**config.mk**
```make
export PLATFORM = sky130hd
export DESIGN_NAME = mem_copy_engine
export DESIGN_NICKNAME = d
export VERILOG_FILES = /design/src/rtl/mem_copy_engine_pkg.sv /design/src/rtl/mem_copy_addr_gen.sv /design/src/rtl/mem_copy_engine.sv
export SDC_FILE = /design/constraint.sdc
export NUM_CORES = 1
export LEC_CHECK = 0
export ABC_AREA = 1
export BUFFER_PORTS_ARGS = -buffer_cell sky130_fd_sc_hd__buf_4
export CAP_MARGIN = 20
export CORE_MARGIN = 4
export CORE_UTILIZATION = 53
export CTS_CLUSTER_SIZE = 25
export DETAILED_ROUTE_END_ITERATION = 16
export PLACE_DENSITY = 0.87
export SLEW_MARGIN = 30
export SYNTH_ARGS = -nofsm -noshare
export SYNTH_HDL_FRONTEND = slang
export SYNTH_SLANG_ARGS = --single-unit
```
**constraint.sdc**
```tcl
create_clock -name clk -period 2.9 [get_ports clk]
set_clock_uncertainty 0.15 [all_clocks]
set_input_delay 0.58 -clock clk [delete_from_list [all_inputs] [get_ports clk]]
set_output_delay 0.58 -clock clk [all_outputs]
set_load 0.005 [all_outputs]
```
**src/rtl/mem_copy_engine_pkg.sv**
```systemverilog
// rtl/mem_copy_engine_pkg.sv - shared constants and FSM state type for the copy engine
// Purpose: memory geometry defaults shared with the data memory, plus the
// engine's state encoding. No ports.
package mem_copy_engine_pkg;

  localparam int MEM_ADDR_W      = 16;
  localparam int MEM_DATA_W      = 16;
  localparam int MEM_DEPTH_WORDS = 32;
  localparam int MEM_LEN_W       = 6;

  typedef enum logic [2:0] {
    ST_IDLE   = 3'd0,
    ST_CHECK  = 3'd1,
    ST_READ   = 3'd2,
    ST_WRITE  = 3'd3,
    ST_FINISH = 3'd4
  } state_e;

endpackage

```
**src/rtl/mem_copy_addr_gen.sv**
```systemverilog
// rtl/mem_copy_addr_gen.sv - word offset and remaining-count tracker for the copy engine
// Purpose: holds the current word offset (stepping up or down) and the number
// of words still to move.
// Ports:
//   clk, rst_n   clock, async active-low reset
//   load_i       initialise from length_i / descend_i
//   descend_i    1 = start at length-1 and step down
//   length_i     word count of the command
//   step_i       one word has been written; advance
//   offset_o     current word offset from src/dst base
//   last_o       current word is the final one
module mem_copy_addr_gen #(
  parameter int LEN_W = 6
) (
  input  logic             clk,
  input  logic             rst_n,
  input  logic             load_i,
  input  logic             descend_i,
  input  logic [LEN_W-1:0] length_i,
  input  logic             step_i,
  output logic [LEN_W-1:0] offset_o,
  output logic             last_o
);

  logic [LEN_W-1:0] offset_q;
  logic [LEN_W-1:0] remain_q;
  logic             descend_q;

  always_ff @(posedge clk or negedge rst_n) begin
    if (!rst_n) begin
      offset_q  <= '0;
      remain_q  <= '0;
      descend_q <= 1'b0;
    end else if (load_i) begin
      // length 0 never reaches a step, so the wrapped length-1 is harmless
      offset_q  <= descend_i ? (length_i - LEN_W'(1)) : '0;
      remain_q  <= length_i;
      descend_q <= descend_i;
    end else if (step_i) begin
      remain_q <= remain_q - LEN_W'(1);
      offset_q <= descend_q ? (offset_q - LEN_W'(1)) : (offset_q + LEN_W'(1));
    end
  end

  assign offset_o = offset_q;
  assign last_o   = (remain_q == LEN_W'(1));

endmodule

```
**src/rtl/mem_copy_engine.sv**
```systemverilog
// rtl/mem_copy_engine.sv - memmove-safe block copy / fill initiator on the data memory port
// Purpose: accepts a command (copy or fill, src, dst, length), bounds-checks
// it, then moves words one read/write pair at a time (or writes the fill
// constant) and reports done or error.
// Ports:
//   clk, rst_n                     clock, async active-low reset
//   start, fill, src_addr,
//   dst_addr, length, fill_value   command, sampled in IDLE only
//   abort                          cancel the operation in progress
//   address, MemWrite, writeData   memory port drive
//   readData                       combinational memory read data
//   busy, done, error              status
module mem_copy_engine
  import mem_copy_engine_pkg::*;
#(
  parameter int ADDR_W    = MEM_ADDR_W,
  parameter int DATA_W    = MEM_DATA_W,
  parameter int MEM_DEPTH = MEM_DEPTH_WORDS,
  parameter int LEN_W     = MEM_LEN_W
) (
  input  logic              clk,
  input  logic              rst_n,
  input  logic              start,
  input  logic              fill,
  input  logic [ADDR_W-1:0] src_addr,
  input  logic [ADDR_W-1:0] dst_addr,
  input  logic [LEN_W-1:0]  length,
  input  logic [DATA_W-1:0] fill_value,
  input  logic              abort,
  output logic [ADDR_W-1:0] address,
  output logic              MemWrite,
  output logic [DATA_W-1:0] writeData,
  input  logic [DATA_W-1:0] readData,
  output logic              busy,
  output logic              done,
  output logic              error
);

  state_e            state_q;
  logic              fill_q;
  logic [ADDR_W-1:0] src_q;
  logic [ADDR_W-1:0] dst_q;
  logic [LEN_W-1:0]  len_q;
  logic [DATA_W-1:0] fval_q;
  logic [DATA_W-1:0] hold_q;
  logic [ADDR_W-1:0] last_addr_q;

  logic [LEN_W-1:0]  offset;
  logic              last_word;
  logic [ADDR_W:0]   src_end;
  logic [ADDR_W:0]   dst_end;
  logic              bad_range;
  logic              descend;
  logic              step;

  // One extra bit so base+length never wraps past the top of the address space
  assign src_end   = {1'b0, src_q} + (ADDR_W+1)'(len_q);
  assign dst_end   = {1'b0, dst_q} + (ADDR_W+1)'(len_q);
  assign bad_range = (!fill_q && (src_end > (ADDR_W+1)'(MEM_DEPTH))) ||
                     (dst_end > (ADDR_W+1)'(MEM_DEPTH));
  // Destination starts inside the source window: copy from the top down so
  // source words are read before they are overwritten
  assign descend   = !fill_q && (dst_q > src_q) && ({1'b0, dst_q} < src_end);
  assign step      = (state_q == ST_WRITE) && !abort;

  mem_copy_addr_gen #(
    .LEN_W (LEN_W)
  ) u_addr_gen (
    .clk       (clk),
    .rst_n     (rst_n),
    .load_i    (state_q == ST_CHECK),
    .descend_i (descend),
    .length_i  (len_q),
    .step_i    (step),
    .offset_o  (offset),
    .last_o    (last_word)
  );

  always_comb begin
    address = last_addr_q;
    if (state_q == ST_READ) begin
      address = src_q + ADDR_W'(offset);
    end else if (state_q == ST_WRITE) begin
      address = dst_q + ADDR_W'(offset);
    end
  end

  // abort suppresses the strobe in the same cycle, so a cancelled write never lands
  assign MemWrite  = (state_q == ST_WRITE) && !abort;
  assign writeData = (state_q == ST_WRITE) ? (fill_q ? fval_q : hold_q) : '0;
  assign busy      = (state_q != ST_IDLE);
  assign done      = (state_q == ST_FINISH);
  assign error     = (state_q == ST_CHECK) && bad_range && !abort;

  always_ff @(posedge clk or negedge rst_n) begin
    if (!rst_n) begin
      state_q     <= ST_IDLE;
      fill_q      <= 1'b0;
      src_q       <= '0;
      dst_q       <= '0;
      len_q       <= '0;
      fval_q      <= '0;
      hold_q      <= '0;
      last_addr_q <= '0;
    end else begin
      last_addr_q <= address;
      case (state_q)
        ST_IDLE: begin
          if (start) begin
            fill_q  <= fill;
            src_q   <= src_addr;
            dst_q   <= dst_addr;
            len_q   <= length;
            fval_q  <= fill_value;
            state_q <= ST_CHECK;
          end
        end
        ST_CHECK: begin
          if (abort || bad_range) begin
            state_q <= ST_IDLE;
          end else if (len_q == '0) begin
            state_q <= ST_FINISH;
          end else begin
            state_q <= fill_q ? ST_WRITE : ST_READ;
          end
        end
        ST_READ: begin
          if (abort) begin
            state_q <= ST_IDLE;
          end else begin
            hold_q  <= readData;
            state_q <= ST_WRITE;
          end
        end
        ST_WRITE: begin
          if (abort) begin
            state_q <= ST_IDLE;
          end else if (last_word) begin
            state_q <= ST_FINISH;
          end else begin
            state_q <= fill_q ? ST_WRITE : ST_READ;
          end
        end
        ST_FINISH: begin
          state_q <= ST_IDLE;
        end
        default: begin
          state_q <= ST_IDLE;
        end
      endcase
    end
  end

endmodule

```
Yosys cells after proc, flatten, opt, wreduce, memory -nomap -nowiden:

Index checks and enable logic that the tools add are counted.

* register bits: 103
* bits of input ports: 75
* output and inout bits: 36
* logic and storage cells: 64

* $add $sub $neg: 8
* order comparisons: 4
* eq/ne operators: 6
* muxes and demuxes: 18
* bitwise logic cells: 1
* reduce and logical (&&, ||, !) cells: 16

Operator list (count)
* 16-bit 2-to-1 mux: 4
* 6-bit 2-to-1 mux: 6
* 16-bit by 6-bit adder with 17-bit output: 2
* 17-bit by 6-bit greater-than comparator with 1-bit output (second input constant): 2
* 16-bit by 6-bit adder with 16-bit output: 2
* 6-bit by 1-bit subtractor with 6-bit output (second input constant): 3
* 16-bit by 17-bit less-than comparator with 1-bit output: 1
* 16-bit greater-than comparator: 1
* 3-bit 2-to-1 mux: 5
* 3-bit case mux with 4 select lines: 1
* 6-bit by 1-bit adder with 6-bit output (second input constant): 1
* 3-bit by 2-bit equality test with 1-bit output (second input constant): 2
* 6-bit by 1-bit equality test with 1-bit output (second input constant): 1
* 1-bit logical AND: 6
* 6-bit zero test: 1
* 2-bit AND reduction: 2
* 3-bit by 1-bit equality test with 1-bit output (second input constant): 1
* 3-bit equality test (second input constant): 1
* 3-bit zero test: 1
* 3-bit nonzero test: 1
* 1-bit zero test: 2
* 1-bit logical OR: 2
* 2-bit 2-to-1 mux: 1
* 2-bit != test (second input constant): 1
* 3 further kinds: 3

Depth between registers and ports, before layout:

Gate-level depths: netlist (run 1).

* depth in word-level cells: 7
* mapped depth: 22
* depth with buffers taken out: 22

Modules after synthesis:

A second synthesis (run 1) with hierarchy kept.

* cell total of the unflattened synthesis: 1077
* area, all modules: 7563.5 um^2

By module, submodules not included
* mem_copy_engine: instances 1, cells each 943, area each 6562.5 um^2, seq. area each 2252.2 um^2
* mem_copy_addr_gen: instances 1, cells each 134, area each 1001.0 um^2, seq. area each 325.3 um^2

Worst setup path before layout (run 1):

No wires, ideal clock.

* path kind: register to register
* start point: reg src_q[0]
* end point: reg u_addr_gen.offset_q[3] (netlist: u_addr_gen.offset_o[3])
* library setup time: 0.066 ns
* arrival time: 2.722 ns
* data required time: 2.684 ns
* path slack: -0.038 ns
* cell stages (with the launch flop): 22
* buffers on the path: 0
* clock period less this slack: 2.938 ns
* cell sequence: dfrtp_1 > ha_1 > inv_1 > fa_1 > inv_1 > nand3_1 > nand2_2 > nand2_1 > nand2_2 > nand3_1 > nand2_1 > inv_1 > ha_1 > a21oi_1 > o21ai_0 > nand2_2 > o211ai_1 > nor2_2 > nand3_2 > o21ai_1 > nand2_1 > nand2_1

* cells in the longest elaborated chain, start to end: 5
* elaborated cells on any way between the ends: 7
* classes of those cells: 1 x add/sub; 2 x order compare; 2 x mux; 2 x reduce/logical

RTL lines
* start: declaration: RTL line mem_copy_engine.sv:41 `logic [ADDR_W-1:0] src_q;`
* start signal: assignment: RTL line mem_copy_engine.sv:111 `src_q <= src_addr;`
* 16-bit by 6-bit adder with 17-bit output / 16-bit greater-than comparator (equally long branches): RTL line mem_copy_engine.sv:57, mem_copy_engine.sv:63
* 16-bit by 17-bit less-than comparator with 1-bit output / 1-bit logical AND (equally long branches): RTL line mem_copy_engine.sv:63 `assign descend = !fill_q && (dst_q > src_q) && ({1'b0, dst_q} < src_end);`
* 1-bit logical AND *: RTL line mem_copy_engine.sv:63
* 6-bit 2-to-1 mux *: RTL line mem_copy_addr_gen.sv:36 `offset_q <= descend_i ? (length_i - LEN_W'(1)) : '0;`
* 6-bit 2-to-1 mux *: RTL line mem_copy_addr_gen.sv:34 `end else if (load_i) begin`
* end signal: assignment: RTL line mem_copy_addr_gen.sv:36
* end signal: assignment: RTL line mem_copy_addr_gen.sv:41 `offset_q <= descend_q ? (offset_q - LEN_W'(1)) : (offset_q + LEN_W'(1));`
* end: declaration: RTL line mem_copy_addr_gen.sv:25 `logic [LEN_W-1:0] offset_q;`

Mark *: on every way between the ends. The rest lies on a longest branch, timed or not.
A chain may end at the register's enable or synchronous reset.

Final worst setup path (run 1):

* start point: reg len_q[0]
* end point: out error

* cells in the longest elaborated chain, start to end: 6
* elaborated cells on any way between the ends: 8
* classes of those cells: 2 x add/sub; 2 x order compare; 4 x reduce/logical

RTL lines
* start: declaration: RTL line mem_copy_engine.sv:43 `logic [LEN_W-1:0] len_q;`
* start signal: assignment: RTL line mem_copy_engine.sv:113 `len_q <= length;`
* 16-bit by 6-bit adder with 17-bit output: RTL line mem_copy_engine.sv:57 `assign src_end = {1'b0, src_q} + (ADDR_W+1)'(len_q);`
* 17-bit by 6-bit greater-than comparator with 1-bit output: RTL line mem_copy_engine.sv:59 `assign bad_range = (!fill_q && (src_end > (ADDR_W+1)'(MEM_DEPTH))) ||`
* 1-bit logical AND: RTL line mem_copy_engine.sv:59
* 1-bit logical OR *: RTL line mem_copy_engine.sv:59
* 1-bit logical AND * (2 in a row): RTL line mem_copy_engine.sv:93 `assign error = (state_q == ST_CHECK) && bad_range && !abort;`
* end: declaration: RTL line mem_copy_engine.sv:36 `output logic error`

Marked as above.

==> results.md, run 1 <==
* Status: finished with violations
* Failing checks: negative setup slack
* Area post-placement at 9140 µm²
* Antenna violations before repair at 1
* Largest net degree at the start of global routing at 57
* Dpl ws at -0.385 ns
* FF-to-FF path depth at 22
* Period Utilization, post-route at 1.25
* Reg area at 2580 µm²
* # IOs at 111
* Max Slew Vio Count at 0
* Gate Count Post-Synth at 1050
* Clock Path Buffers at 2
* DIE AREA at approximately 16000 µm²
* Core Box Area at 13900 µm²
* Number of flops mapped to enable cells by yosys at 0
* Root buffer cell: clkbuf_16
* Delay-heaviest family, CP: simple AND/OR/NAND/NOR gates
* Critical Path, Cell by Cell: buf_6 -> ha_4 -> inv_2 -> fa_2 -> inv_2 -> nand3_2 -> nand2_2 -> nand2_2 -> nand2_4 -> xor2_2 -> nand2_1 -> nor2_1 -> nand3_1 -> nand2_1 -> and2_4 -> nor3_2 -> buf_4
* Vias in the first global route at 7931
* Iter 0 DRT Violations at 934
* Sw Ratio at 0.494
* Yosys warns at 0
* Area Overhead vs Synth at 39.8%
* CP Max Fanout at 4
* Register area share after synthesis at 0.344
* # diodes at 0
* Worst slew pin tran at 0.742 ns
* Setup slack, reg-to-reg at -0.61 ns
* Hold Vio Cnt, Final at 0
* Post-route ant nets at 0
* Syn_nets at 1192
* CP max stage delay at 0.40 ns
* First-pass GRT wire length at 38600 µm
* Hold slack final at 0.113 ns
* Clock sinks at 103
* Port buffer count at 110
* VDD IR max at 0.622 mV
* Clk slew on worst S/H paths at 0.09 ns
* Final instance area at 10500 µm²
* Row count at between 40 and 50
* WL final at around 27000 µm
* Cell Area, Synth at roughly 7500 µm²
* DRC Markers at 0
* Final nets at 1406
* Vias/cell at 5.83
* Die Y at roughly 130 µm
* Critical Path Start: len_q[0]$_DFFE_PN0P_
* Fin crit period at approximately 3.6 ns
* Reg power frac at 0.211
* Number of fill cells in the layout at 910
* Worst hold path type: in -> async
* Maxcap violations at 0
* FF+latch count, synth at 103
* Grt total ovfl at 0
* Placer Congestion at slightly above 0.9
* Critical Path Source Type: flop
* Slew HR at 0.505
* Multi-input gate area at 4920 µm²
* Clock group share of total power at 0.101
* CTS tree: yes
* Worst Slack Setup Final at -0.729 ns
* CTS H-Tree Depth at 3
* Fmax at 276 MHz
* Layout cells sized above 1 at 0.326
* Cts hold-fix bufs at 0
* Routed via count at 8447
* Ys flop type: dfrtp_1
* Data arrival, critical path at 2.90 ns
* Post-synth ARST share at 1.00
* Pwr Total at 12900 µW
* Reg-to-reg endpoint: u_addr_gen.offset_o[3]$_DFFE_PN0P_
* Worst endpoint required time at 2.17 ns
* Worst path buffer plus inverter count at 4
* P per Cell Area at 1230 nW/µm²
* DP HPWL at 17200 µm
* Unrepaired setup endpoints after global routing: true
* Endpoint class of the critical path: primary output
* Clk_lat worst skew at about 0.38 ns
* R2r startpoint: len_q[0]$_DFFE_PN0P_
* Int Pwr at around 6500 µW
* Combinational share of power at 0.688
* Setup CP Type: reg -> out
* Drt pass-1 iters at 8
* Net Sw Power at 6370 µW
* Avg Inst Size Synth at 7.14 µm²
* Crit path max-delay cell type: dfrtp_1
* Num CTS Buffers at 9
* Overall Global Routing Usage at 0.299
* Routed WL per cell at 18.4 µm
* Die width at approximately 130 µm
* Setup-failing EPs final at 22
* Lkg Pwr at ~0.0054 µW
* Netlist cell types at 45
* Initial Util at 0.540
==> cell usage in the layout, fill, tap and decap left out, types with 14 or more instances in the layout <==
cell / count
inv_2: 14
buf_4: 199
nand2_1: 289
nand4_1: 17
inv_1: 137
nand3_2: 14
buf_6: 25
ha_4: 14
a21oi_1: 29
o21ai_2: 14
o21ai_0: 86
nand2_2: 29
dfrtp_1: 99
nor2_1: 54
nand3_1: 45
ha_1: 46
==> area by class of cell <==
cell class / count / share of cell area
multi-input cells: 768 / 0.470
repair buffers: 227 / 0.175
well taps: 180 / 0.0215
inverters: 155 / 0.0560
clock buffers: 9 / 0.0215
clock inverters: 7 / 0.00967
flip-flops and latches: 103 / 0.246
==> through the flow <==
step                 util  cells  setup TNS, ns
CTS                 0.726   1445          -6.84
finish              0.755   1449          -9.43
floorplan               -   1050        -0.0173
global placement    0.658   1402          -2.78
detailed placement  0.658   1402          -4.19
global route        0.755   1449         -11.22
==> layer usage <==
layer | global-route usage | part of all wire
met1 | 0.367 | 0.36
met2 | 0.506 | 0.47
met3 | 0.0741 | 0.11
met4 | 0.119 | 0.057
met5 | 0 | 0.00075
==> logic make-up after synthesis <==
kind of cell               Yosys count  synth area share
AOI/OAI and AO/OA                  180             0.132
xor gates and xnor gates            19            0.0232
adders and majority gates           67             0.117
buffers and inverters              179            0.0901
DFF                                103             0.344
muxes                                6           0.00901
and+or+nand+nor                    496             0.286
==> cell usage after synthesis (2+ instances only) <==
cell type	number	area share
mux2_2	6	0.0090
nor2_4	3	0.0045
or2_2	3	0.0025
and2_1	2	0.0017
nand2_1	311	0.16
a21oi_1	38	0.025
buf_2	2	0.0013
clkinv_1	2	0.0010
nand3_2	5	0.0067
o221ai_1	5	0.0058
a22oi_1	3	0.0030
nor2_1	65	0.033
ha_1	62	0.10
o21ai_0	106	0.071
nand2_2	13	0.011
inv_2	7	0.0035
o211ai_1	8	0.0080
xor2_1	16	0.019
fa_1	5	0.013
xnor2_1	2	0.0023
nand3_1	59	0.039
o21ai_1	5	0.0033
a31oi_1	4	0.0033
a21oi_2	2	0.0023
nor2_2	6	0.0050
nand4_1	17	0.014
nor3_2	3	0.0040
dfrtp_1	103	0.34
inv_1	145	0.073
clkbuf_1	21	0.011
nor3_1	6	0.0040
a21o_1	2	0.0020
==> what timing repair did <==
action,CTS,global route
pin swaps,43,59
resized for setup,99,90
buffers inserted,29,16
endpoints found under the setup margin,21,25
==> flip-flops by register name, summed over array words and instances, names as in the netlist <==
name / flops
u_addr_gen.remain_q: 6
hold_q: 16
fill_q: 1
u_addr_gen.offset_o: 6
u_addr_gen.descend_q: 1
fval_q: 16
len_q: 6
dst_q: 16
state_q: 3
last_addr_q: 16
src_q: 16
==> power groups by stage <==
stage	clock, µW	sequential [µW]	combinational, µW
global route	1360	2760	9610
CTS	1300	2630	7530
detailed placement	0	2600	6630
finish	1310	2720	8870
global placement	0	2590	6450
floorplan	0	2480	4180
==> how the worst max path moves through the flow <==
stage                     cells after the start  slack [ns]                                 end
after floorplan                              21       -0.02  u_addr_gen.offset_o[3]$_DFFE_PN0P_
after global placement                       13       -0.27                         address[13]
after detailed placement                     21       -0.39  u_addr_gen.offset_o[3]$_DFFE_PN0P_
after CTS                                    17       -0.59                               error
after global routing                         17       -0.79                               error
final                                        17       -0.73                               error
==> worst reg2reg max path, stage by stage (launching register included) <==
cell and delay [ns]:
dfrtp_1 0.40, buf_6 0.12, ha_4 0.13, inv_2 0.04, fa_2 0.37, inv_2 0.08
nand3_2 0.09, nand2_2 0.11, nand2_2 0.08, nand2_4 0.10, nand3_1 0.14, nand2_1 0.11
inv_1 0.05, ha_1 0.31, a21oi_1 0.25, o21ai_1 0.14, nand2_2 0.09, o211ai_1 0.12
nor2_4 0.22, nand3_4 0.11, o21ai_2 0.13, nand2_1 0.06, nand2_1 0.07
Note: power is estimated with default switching activity, not from simulation.
==> run 2, diff against run 1 <==
CORE_UTILIZATION = 58   (was 53)
PLACE_DENSITY = not set   (was 0.87)
PLACE_DENSITY_LB_ADDON = 0.08   (was not set)
clock period = 3.6 ns   (was 2.9 ns; I/O delays follow)
==> results.md, run 2 (same netlist as run 1, synthesis figures left out) <==
* Status: finished with violations
* Failing checks: negative setup slack
* CP Max Fanout at 3 (-1)
* Routed WL per cell at 15.6 µm (-15%)
* FF-to-FF path depth at 21 (-4.5%)
* Worst path buffer plus inverter count at 1 (-3)
* Setup_tns at -0.0542 ns (+9.38 ns)
* Setup slack, reg-to-reg at 0.32 ns (+0.93 ns)
* Clk slew on worst S/H paths at 0.08 ns (about the same)
* Placer Congestion at 0.926 (-0.44%)
* Die width at 122 µm (-4.1%)
* Core Box Area at 12600 µm² (-9.1%)
* DIE AREA at 14800 µm² (-8.1%)
* Crit path max-delay cell type: fa_2
* Reg-to-reg endpoint: u_addr_gen.offset_o[3]$_DFFE_PN0P_
* Worst Slack Setup Final at -0.0542 ns (+0.675 ns)
* Unrepaired setup endpoints after global routing: true
* Period Utilization, post-route at 1.02
* P per Cell Area at 885 nW/µm² (-28%)
* Area Overhead vs Synth at 21.9%
* Slew HR at 0.521 (+0.0161)
* Area post-placement at 8540 µm² (-6.5%)
* Die Y at 122 µm (-4.1%)
* Delay-heaviest family, CP: simple AND/OR/NAND/NOR gates
* Row count at 41 (-4.7%)
* Endpoint class of the critical path: primary output
* Max Slew Vio Count at 0 (unchanged)
* Overall Global Routing Usage at 0.293 (-0.00596)
* R2r startpoint: len_q[0]$_DFFE_PN0P_
* DP HPWL at 15600 µm (-9.3%)
* Vias/cell at 5.42 (-7.0%)
* Worst slew pin tran at 0.718 ns (-0.0242 ns)
* Setup CP Type: reg -> out
* Critical Path Source Type: flop
* Commonest cells after routing, fill and taps aside: nand2_1 (305), inv_1 (143), buf_4 (133)
* Clock Path Buffers at 2 (unchanged)
* CTS tree: yes
* Largest net degree at the start of global routing at 64 (+12%)
* Antenna violations before repair at 0 (-1)
* DRC Markers at 0 (unchanged)
* Vias in the first global route at 7065 (-11%)
* Maxcap violations at 0 (unchanged)
* Hold Vio Cnt, Final at 0 (unchanged)
* CTS H-Tree Depth at 3 (unchanged)
* Final nets at 1313 (-6.6%)
* Number of fill cells in the layout at 1111 (+22%)
* Critical Path, Cell by Cell: ha_2 -> fa_2 -> or2_4 -> nor2_2 -> nand2_1 -> nor2_1 -> nand2_1 -> a21oi_1 -> nand4_1 -> nor2_2 -> and2_4 -> nor3_2 -> buf_4
* Clk_lat worst skew at 0.37 ns (about the same)
* # diodes at 0 (unchanged)
* Data arrival, critical path at 2.78 ns (-0.12 ns)
* Grt total ovfl at 0 (unchanged)
* Clock sinks at 103 (unchanged)
* Final Instance Count excl. Fillers at 1348 (-7.0%)
* Pwr Total at 8090 µW (-37%)
* Leading cell type in the layout, fill and taps excluded: nand2_1
* Root buffer cell: clkbuf_16
* First-pass GRT wire length at 34100 µm (-11%)
* Routed via count at 7305 (-14%)
* Worst hold path type: in -> async
* Initial Util at 0.594 (+0.0540)
* # IOs at 111 (unchanged)
* VDD IR max at 0.467 mV (-25%)
* Setup-failing EPs final at 1 (-95%)
* Drt pass-1 iters at 7 (-1)
* Post-route ant nets at 0 (unchanged)
* Critical Path Start: len_q[0]$_DFFE_PN0P_
* Critical path destination: error
* Placed cell count at 1318 (-6.0%)
* Port buffer count at 110 (unchanged)
* Num CTS Buffers at 9 (unchanged)
* CP max stage delay at 0.43 ns (+0.03 ns)
* Lkg Pwr at 0.00478 µW (-11%)
* Worst endpoint required time at 2.73 ns (+0.56 ns)
* WL final at 21000 µm (-21%)
* Fin crit period at 3.65 ns
* Layout cells sized above 1 at 0.211 (-0.115)
* Worst path depth at 13 (-4)
* Fmax at 274 MHz
* Fin util at 0.724 (-0.0310)
* Final instance area at 9140 µm² (-13%)
* Iter 0 DRT Violations at 565 (-40%)
[run 2: what timing repair did]
action / 4_1_cts / 5_1_grt
pin swaps: 16 / 17
gates resized for setup: 30 / 34
endpoints found under the hold margin: 0 / 0
setup endpoints to repair: 10 / 14
hold buffers: 0 / 0
setup buffers: 8 / 6
[run 2: cell type report]
cell class | instances | area [µm²] | share of cell area
tap | 172 | 215 | 0.0236
clock inverter | 5 | 41.3 | 0.00452
clock buffer | 11 | 243 | 0.0266
inverter | 155 | 583 | 0.0638
sequential | 103 | 2590 | 0.283
multi-input combinational | 768 | 4450 | 0.487
timing repair buffer | 134 | 1020 | 0.111
[run 2: layer usage]
| layer | vias to the layer above | share of wire | wire length, µm | GRT usage |
|---|---|---|---|---|
| li1 | 3628 | - | - | - |
| met1 | 3382 | 0.44 | 9180 | 0.391 |
| met2 | 249 | 0.46 | 9710 | 0.460 |
| met3 | 46 | 0.075 | 1580 | 0.0734 |
| met4 | 0 | 0.027 | 576 | 0.116 |
| met5 | - | 0 | 0 | 0 |
[run 2: how the worst min path moves through the flow]
stage | slack (ns) | end | start
2_1_floorplan | 0.27 | dst_q[0]$_DFFE_PN0P_ | rst_n
3_3_place_gp | 0.30 | hold_q[4]$_DFFE_PN0P_ | hold_q[4]$_DFFE_PN0P_
3_5_place_dp | 0.31 | hold_q[8]$_DFFE_PN0P_ | hold_q[8]$_DFFE_PN0P_
4_1_cts | 0.27 | last_addr_q[2]$_DFF_PN0_ | rst_n
5_1_grt | 0.32 | last_addr_q[2]$_DFF_PN0_ | rst_n
6_report | 0.26 | last_addr_q[2]$_DFF_PN0_ | rst_n
[run 2: worst register-to-register path, cell delays in order, from the launching register on]
cell	delay, ns
dfrtp_1	0.40
ha_2	0.20
inv_1	0.05
fa_2	0.35
inv_1	0.08
nand3_1	0.10
nand2_2	0.09
nand2_1	0.06
nand2_2	0.12
nand3_1	0.11
nand2_1	0.08
inv_1	0.04
ha_1	0.28
a21oi_1	0.13
o21ai_0	0.11
nand2_2	0.07
o211ai_1	0.09
nor2_2	0.30
nand3_2	0.15
o21ai_1	0.13
nand2_1	0.06
nand2_1	0.05
[run 2: where the power goes]
part	internal, µW	switching, µW
logic	1980	2890
clock network	496	465
registers	1660	603
[run 2: through the flow]
stage / setup WS, ns / hold WS [ns]
after global placement: 0.160 / 0.303
after detailed placement: 0.164 / 0.308
after CTS: -0.0676 / 0.274
after floorplan: 0.546 / 0.274
final: -0.0542 / 0.261
after global routing: -0.186 / 0.319
